<file path="src/rtl/cfg_chain_programmer_if.sv">
// Stream bundle for the configuration chain programmer: config words in,
// readback words out. The DUT sits on the slave side of this bundle.
interface cfg_chain_programmer_if #(
   parameter int WORD_W = 8
) ();
   logic              s_valid;
   logic [WORD_W-1:0] s_data;
   logic              s_ready;
   logic              m_valid;
   logic [WORD_W-1:0] m_data;

   modport master (
      output s_valid, s_data,
      input  s_ready, m_valid, m_data
   );

   modport slave (
      input  s_valid, s_data,
      output s_ready, m_valid, m_data
   );
endinterface

</file>
<file path="src/rtl/cfg_chain_programmer.sv">
// Host-side driver for the fabric configuration shift chain. Serialises
// stream words onto prog_clk/prog_en/prog_in, LSB first, and returns the
// chain's previous contents, captured from prog_out, as readback words.
module cfg_chain_programmer #(
   parameter int CHAIN_LEN = 80,
   parameter int WORD_W    = 8,
   parameter int CLK_DIV   = 2
) (
   input  logic                   clk,
   input  logic                   rst_n,
   input  logic                   start,
   input  logic                   abort,
   cfg_chain_programmer_if.slave  bus,
   output logic                   busy,
   output logic                   done,
   output logic                   prog_clk,
   output logic                   prog_en,
   output logic                   prog_in,
   input  logic                   prog_out
);

   localparam int CBW = $clog2(CHAIN_LEN + 1);
   localparam int WBW = (WORD_W > 1) ? $clog2(WORD_W) : 1;
   localparam int DBW = (CLK_DIV > 1) ? $clog2(CLK_DIV) : 1;

   localparam logic [CBW-1:0] LAST_BIT  = CBW'(CHAIN_LEN - 1);
   localparam logic [WBW-1:0] WBIT_LAST = WBW'(WORD_W - 1);
   localparam logic [DBW-1:0] DIV_LAST  = DBW'(CLK_DIV - 1);

   typedef enum logic [2:0] {
      ST_IDLE  = 3'd0,
      ST_FETCH = 3'd1,
      ST_LOW   = 3'd2,
      ST_HIGH  = 3'd3,
      ST_DONE  = 3'd4
   } state_e;

   state_e             state_q, state_d;
   logic [DBW-1:0]     div_q, div_d;        // cycles spent in current phase
   logic [CBW-1:0]     bit_q, bit_d;        // bits shifted so far
   logic [WBW-1:0]     wbit_q, wbit_d;      // bit position within current word
   logic [WORD_W-1:0]  tx_q, tx_d;
   logic [WORD_W-1:0]  rx_q, rx_d;
   logic [WORD_W-1:0]  rx_new;

   logic               busy_q, busy_d;
   logic               done_q, done_d;
   logic               prog_clk_q, prog_clk_d;
   logic               prog_en_q, prog_en_d;
   logic               prog_in_q, prog_in_d;
   logic               s_ready_q, s_ready_d;
   logic               m_valid_q, m_valid_d;
   logic [WORD_W-1:0]  m_data_q, m_data_d;
   logic               handshake;

   // abort withdraws ready in the same cycle so a word offered alongside an
   // abort is never consumed; every other output comes straight from a flop.
   assign bus.s_ready = s_ready_q & ~abort;
   assign bus.m_valid = m_valid_q;
   assign bus.m_data  = m_data_q;
   assign busy        = busy_q;
   assign done        = done_q;
   assign prog_clk    = prog_clk_q;
   assign prog_en     = prog_en_q;
   assign prog_in     = prog_in_q;

   assign handshake = bus.s_valid & s_ready_q & ~abort;

   // Next-state, counters, shift registers and next output values.
   always_comb begin
      state_d   = state_q;
      div_d     = div_q;
      bit_d     = bit_q;
      wbit_d    = wbit_q;
      tx_d      = tx_q;
      rx_d      = rx_q;
      m_valid_d = 1'b0;
      m_data_d  = m_data_q;
      rx_new    = rx_q;
      rx_new[wbit_q] = prog_out;

      case (state_q)
         ST_IDLE: begin
            if (start) begin
               state_d = ST_FETCH;
               div_d   = '0;
               bit_d   = '0;
               wbit_d  = '0;
               tx_d    = '0;
               rx_d    = '0;
            end else begin
               state_d = ST_IDLE;
            end
         end
         ST_FETCH: begin
            if (handshake) begin
               tx_d    = bus.s_data;
               div_d   = '0;
               state_d = ST_LOW;
            end else begin
               state_d = ST_FETCH;
            end
         end
         ST_LOW: begin
            if (div_q == DIV_LAST) begin
               div_d   = '0;
               state_d = ST_HIGH;
               // Capture just before the rising edge that would overwrite it.
               if ((wbit_q == WBIT_LAST) || (bit_q == LAST_BIT)) begin
                  m_valid_d = 1'b1;
                  m_data_d  = rx_new;
                  rx_d      = '0;
               end else begin
                  rx_d = rx_new;
               end
            end else begin
               div_d = div_q + DBW'(1);
            end
         end
         ST_HIGH: begin
            if (div_q == DIV_LAST) begin
               div_d  = '0;
               bit_d  = bit_q + CBW'(1);
               tx_d   = tx_q >> 32'd1;
               wbit_d = (wbit_q == WBIT_LAST) ? '0 : (wbit_q + WBW'(1));
               if (bit_q == LAST_BIT) begin
                  state_d = ST_DONE;
               end else if (wbit_q == WBIT_LAST) begin
                  state_d = ST_FETCH;
               end else begin
                  state_d = ST_LOW;
               end
            end else begin
               div_d = div_q + DBW'(1);
            end
         end
         ST_DONE: begin
            state_d = ST_IDLE;
         end
         default: begin
            state_d = ST_IDLE;
         end
      endcase

      // abort beats every other transition, including start in IDLE, and
      // suppresses any readback word that was about to be emitted.
      if (abort) begin
         state_d   = ST_IDLE;
         m_valid_d = 1'b0;
         m_data_d  = m_data_q;
      end else begin
         state_d = state_d;
      end

      // Outputs are a function of the state being entered, so the flops
      // present them in the same cycle that state becomes current.
      busy_d     = (state_d != ST_IDLE);
      prog_en_d  = (state_d == ST_FETCH) || (state_d == ST_LOW) || (state_d == ST_HIGH);
      prog_clk_d = (state_d == ST_HIGH);
      s_ready_d  = (state_d == ST_FETCH);
      done_d     = (state_d == ST_DONE);
      prog_in_d  = prog_en_d ? tx_d[0] : 1'b0;
   end

   // FSM state register.
   always_ff @(posedge clk or negedge rst_n) begin
      if (!rst_n) begin
         state_q <= ST_IDLE;
      end else begin
         state_q <= state_d;
      end
   end

   // Counters, shift registers and registered outputs.
   always_ff @(posedge clk or negedge rst_n) begin
      if (!rst_n) begin
         div_q      <= '0;
         bit_q      <= '0;
         wbit_q     <= '0;
         tx_q       <= '0;
         rx_q       <= '0;
         busy_q     <= 1'b0;
         done_q     <= 1'b0;
         prog_clk_q <= 1'b0;
         prog_en_q  <= 1'b0;
         prog_in_q  <= 1'b0;
         s_ready_q  <= 1'b0;
         m_valid_q  <= 1'b0;
         m_data_q   <= '0;
      end else begin
         div_q      <= div_d;
         bit_q      <= bit_d;
         wbit_q     <= wbit_d;
         tx_q       <= tx_d;
         rx_q       <= rx_d;
         busy_q     <= busy_d;
         done_q     <= done_d;
         prog_clk_q <= prog_clk_d;
         prog_en_q  <= prog_en_d;
         prog_in_q  <= prog_in_d;
         s_ready_q  <= s_ready_d;
         m_valid_q  <= m_valid_d;
         m_data_q   <= m_data_d;
      end
   end

endmodule
</file>
<file path="src/flat_wrapper.sv">
// flat-port wrapper written by rule: the top's interface ports become plain ports
module cfg_chain_programmer_flat 
#(
   parameter int CHAIN_LEN = 80,
   parameter int WORD_W    = 8,
   parameter int CLK_DIV   = 2
)
  (clk, rst_n, start, abort, busy, done, prog_clk, prog_en, prog_in, prog_out, bus_s_valid, bus_s_data, bus_s_ready, bus_m_valid, bus_m_data);
  cfg_chain_programmer_if #(.WORD_W(WORD_W)) bus_i ();
  input  logic clk;
  input  logic rst_n;
  input  logic start;
  input  logic abort;
  output logic busy;
  output logic done;
  output logic prog_clk;
  output logic prog_en;
  output logic prog_in;
  input  logic prog_out;
  input wire logic [$bits(bus_i.s_valid)-1:0] bus_s_valid;
  input wire logic [$bits(bus_i.s_data)-1:0] bus_s_data;
  output wire logic [$bits(bus_i.s_ready)-1:0] bus_s_ready;
  output wire logic [$bits(bus_i.m_valid)-1:0] bus_m_valid;
  output wire logic [$bits(bus_i.m_data)-1:0] bus_m_data;
  assign bus_i.s_valid = bus_s_valid;
  assign bus_i.s_data = bus_s_data;
  assign bus_s_ready = bus_i.s_ready;
  assign bus_m_valid = bus_i.m_valid;
  assign bus_m_data = bus_i.m_data;
  cfg_chain_programmer #(.CHAIN_LEN(CHAIN_LEN), .WORD_W(WORD_W), .CLK_DIV(CLK_DIV)) u_core (.clk(clk), .rst_n(rst_n), .start(start), .abort(abort), .bus(bus_i), .busy(busy), .done(done), .prog_clk(prog_clk), .prog_en(prog_en), .prog_in(prog_in), .prog_out(prog_out));
endmodule
</file>
<file path="config.mk">
export PLATFORM = sky130hd
export DESIGN_NAME = cfg_chain_programmer_flat
export DESIGN_NICKNAME = d
export VERILOG_FILES = /design/src/rtl/cfg_chain_programmer_if.sv /design/src/rtl/cfg_chain_programmer.sv /design/src/flat_wrapper.sv
export SDC_FILE = /design/constraint.sdc
export NUM_CORES = 1
export LEC_CHECK = 0
export CAP_MARGIN = 20
export CORE_ASPECT_RATIO = 0.75
export CORE_UTILIZATION = 54
export DETAILED_ROUTE_END_ITERATION = 16
export PLACE_DENSITY = 0.87
export SLEW_MARGIN = 5
export SYNTH_ARGS = -nofsm -noshare
export SYNTH_HDL_FRONTEND = slang
export SYNTH_SLANG_ARGS = --single-unit
export TNS_END_PERCENT = 5
</file>
<file path="constraint.sdc">
create_clock -name clk -period 2.55 [get_ports clk]
set_input_delay 0.3825 -clock clk [delete_from_list [all_inputs] [get_ports clk]]
set_output_delay 0.3825 -clock clk [all_outputs]
set_load 0.01 [all_outputs]
</file>
==> summary.txt <==
Status
  – Status: finished clean

Setup path
  – Crit path top cell by count: ha_1
  – Crit-path cells: ha_1 -> ha_1 -> and2_1 -> a211oi_1 -> nor3b_1 -> buf_4 -> a221oi_1
  – CP arrival: 2.25 ns
  – WP buf/inv: 1
  – Critical Path Sink: u_core.prog_in
  – Reg2Reg Setup Slack: 0.49 ns
  – Slowest-stage cell, CP: dfrtp_1
  – Critical path depth in cells: 7
  – Crit path max-delay family: compound AO/OA/AOI/OAI gates
  – Worst setup EP type: flip-flop
  – CP Data Required Time: around 2.8 ns
  – Crit Path Max Fanout: 10
  – CP max stage delay: 0.50 ns
  – Crit path from: u_core.wbit_q[0]
  – Critical path startpoint category: flip-flop
  – Crit Reg-Reg Startpoint: u_core.wbit_q[0]
  – Worst R2R Path Depth: 7
  – Worst R2R End: u_core.prog_in
  – Critical path class: flip-flop to flip-flop

Power and ir drop
  – Net Sw Power: roughly 320 uW
  – Static Leak: between 0.001 and 0.0015 uW
  – Sw Ratio: 24.2%
  – P_int: 1010 uW
  – Pwr dens: 516 nW/um2
  – Comb power frac: 9.5%
  – VDD IR-drop max: between 300 and 400 uV
  – Clk network pwr share: roughly a third
  – Sequential power share: ~57%

GRT
  – Vias in the first global route: approximately 1500
  – Initial antenna violation count: 0
  – Pin count of the biggest net entering global routing: 25
  – Grt total ovfl: 0
  – Gr usage total: between 20% and 30%
  – First-pass GRT wire length: 7.31 mm

STA
  – Worst Tran Pin Value: 0.489 ns
  – Final hold vios: 0
  – RSZ-0062 raised after global routing: false
  – Setup Total Neg Slack: 0 ns
  – Fmax: 486 MHz
  – Fin crit share: 80.6%
  – Setup-failing EPs final: 0
  – Minimum clock period: slightly above 2 ns
  – Relative slew slack: 67.3%
  – Worst hold margin: around 0.025 ns
  – Final max-slew violation count: 0
  – Clk_skew: 0.00833 ns

Placement
  – Port bufs: 28
  – Post-Place Cells: 285
  – Dpl hpwl: slightly below 3 mm
  – Global placer's final weighted congestion: roughly 0.85

Final layout
  – Multi-input logic area: 897 um2
  – Fillers: approximately 290
  – Post-layout nets: 257
  – Seq. cell area: ~1100 um2
  – Fin cells: 292
  – Area delta synth->final: 20.3%
  – Number of diodes: 0
  – Final Util: ~69%
  – Fraction of layout cells with a size suffix above 1: 10.0%

Clock tree
  – CTS sink cnt: between 40 and 50
  – Clk root buf: clkbuf_8
  – Maximum clock path buffer count: 2
  – Post-CTS Setup Repair Bufs: 0
  – Post-cts resize count: 0
  – Htree depth: 2
  – Clock tree from TritonCTS: done
  – Clk slew on worst S/H paths: about 0.080 ns
  – Inserted Clock Buffers: 5
  – Insertion delay to the later sink of the worst-skew pair: 0.30 ns
  – Hold buffer count at CTS: 0

Floorplanning
  – Horiz. Die Dim: 74.7 um
  – Die ar.: 4230 um2
  – Total I/O pin count: 29
  – Core area: 3730 um2
  – Row cnt: 19
  – Die Height: 56.6 um
  – Initial core utilization: 57.4%

Route
  – Initial drt markers: 118
  – Antenna Nets Post-Route: 0
  – Vias per Instance: 5.56
  – DRC: 0
  – Post-Route WL: approximately 4.3 mm
  – Total number of vias: 1624
  – Pre-antenna DRT Iters: 5
  – Routed wire per std cell: between 10 and 15 um

Synth
  – Mapped Cells: approximately 210
  – Yosys top cell by area: dfrtp_1
  – Cell variety after synth: 38
  – FF+latch count, synth: 45
  – Synth Flop Type: dfrtp_1
  – Synth Cell Area: 2140 um2
  – FFs w/ async S/R, synth: 100%
  – Most area-consuming cells after synthesis: dfrtp_1 (53%), mux2i_1 (7.5%), o21ai_0 (4.2%)
  – Mean Syn Cell Area: 10.3 um2
  – Post-synth EDFFs: 0
  – Register area share after synthesis: a little over half
  – Ys Warns: 0
  – Mapped Nets: approximately 230
  – Post-synth top area share: 52.5%

Run
  – Max cap viols: 0

Hold path
  – Hold Path Class: input pin to asynchronous set/reset pin
power by group through the flow:
| stage | Sequential [uW] | Clock, uW | Combinational [uW] |
|---|---|---|---|
| global placement | 769 | 0 | 123 |
| floorplan | 761 | 0 | 67.5 |
| finish | 756 | 448 | 126 |
| CTS | 755 | 453 | 127 |
| global route | 760 | 479 | 137 |
| detailed placement | 770 | 0 | 126 |
through the flow:
stage	worst slack, ns	total power [uW]	area [um2]
after global routing	0.339	1380	2580
after detailed placement	0.212	895	2490
after global placement	0.285	891	2490
final	0.494	1330	2580
after CTS	0.509	1340	2580
after floorplan	0.696	828	2140
worst min path at each step:
stage,cells after the start,slack [ns],startpoint,endpoint
after floorplan,0,0.09,rst_n,u_core.bit_q[0]
after global placement,1,0.37,rst_n,u_core.bus.m_data[4]
after detailed placement,1,0.37,rst_n,u_core.bus.m_data[4]
after CTS,1,0.04,rst_n,u_core.bus.m_data[4]
after global routing,1,0.07,rst_n,u_core.bus.m_valid
final,1,0.02,rst_n,u_core.bus.m_valid
layout make-up:
cell class,instances,area share [%]
Timing Repair Buffer,36,13.0
Tap cell,52,2.52
Inverter,18,2.62
Sequential cell,45,43.7
Clock buffer,7,3.35
Multi-Input combinational cell,134,34.8
cell usage after synthesis, drive strengths merged, types with 6 or more instances:
master / instances
dfrtp: 45
inv: 18
o21ai: 18
mux2i: 16
nand2: 16
nor2: 11
a21oi: 9
a22oi: 7
nand3: 7
buf: 6
nor3b: 6
metal layers:
| layer | vias to the layer above | track usage (%) | share of wire, % |
|---|---|---|---|
| li1 | 792 | - | - |
| met3 | 11 | 5.03 | 4.9 |
| met5 | - | 0 | 0 |
| met1 | 772 | 36.1 | 51 |
| met4 | 0 | 8.89 | 2.1 |
| met2 | 49 | 32.0 | 42 |
sequential cells by signal, summed over array words and instances, names as in the netlist:
name	count
u_core.bus.m_valid	1
u_core.busy	1
u_core.wbit_q	3
u_core.s_ready_q	1
u_core.prog_in	1
u_core.tx_q	8
u_core.state_q	3
u_core.done	1
u_core.bit_q	7
u_core.bus.m_data	8
u_core.div_q	1
u_core.prog_clk	1
u_core.prog_en	1
u_core.rx_q	8
cells in the final DEF (no fill, tap or decap), types with 2 or more instances in the layout:
cell | Yosys | routed
a211oi_1 | 4 | 4
a21oi_1 | 8 | 8
a22o_1 | 3 | 3
a22oi_1 | 7 | 7
a31oi_1 | 2 | 2
and2_1 | 2 | 2
buf_4 | 0 | 8
clkbuf_8 | 0 | 6
clkdlybuf4s50_1 | 0 | 27
dfrtp_1 | 45 | 45
ha_1 | 3 | 3
inv_1 | 18 | 18
mux2_2 | 2 | 2
mux2i_1 | 16 | 16
nand2_1 | 16 | 16
nand3_1 | 7 | 7
nand3b_1 | 4 | 4
nor2_1 | 11 | 11
nor3_1 | 4 | 4
nor3b_1 | 6 | 6
nor4b_2 | 1 | 2
nor4bb_1 | 2 | 2
o21ai_0 | 18 | 18
o31ai_1 | 2 | 2
or2_2 | 2 | 2
or4_1 | 2 | 2
xnor2_1 | 2 | 2
cells by family after synthesis:
family	share of synthesized area, %
AOI/OAI and AO/OA	13.6
and+or+nand+nor	16.9
adders and majority gates	1.75
buffers and inverters	5.90
xor gates and xnor gates	0.817
muxes	8.52
DFF	52.5
(Power assumes the default switching activity.)
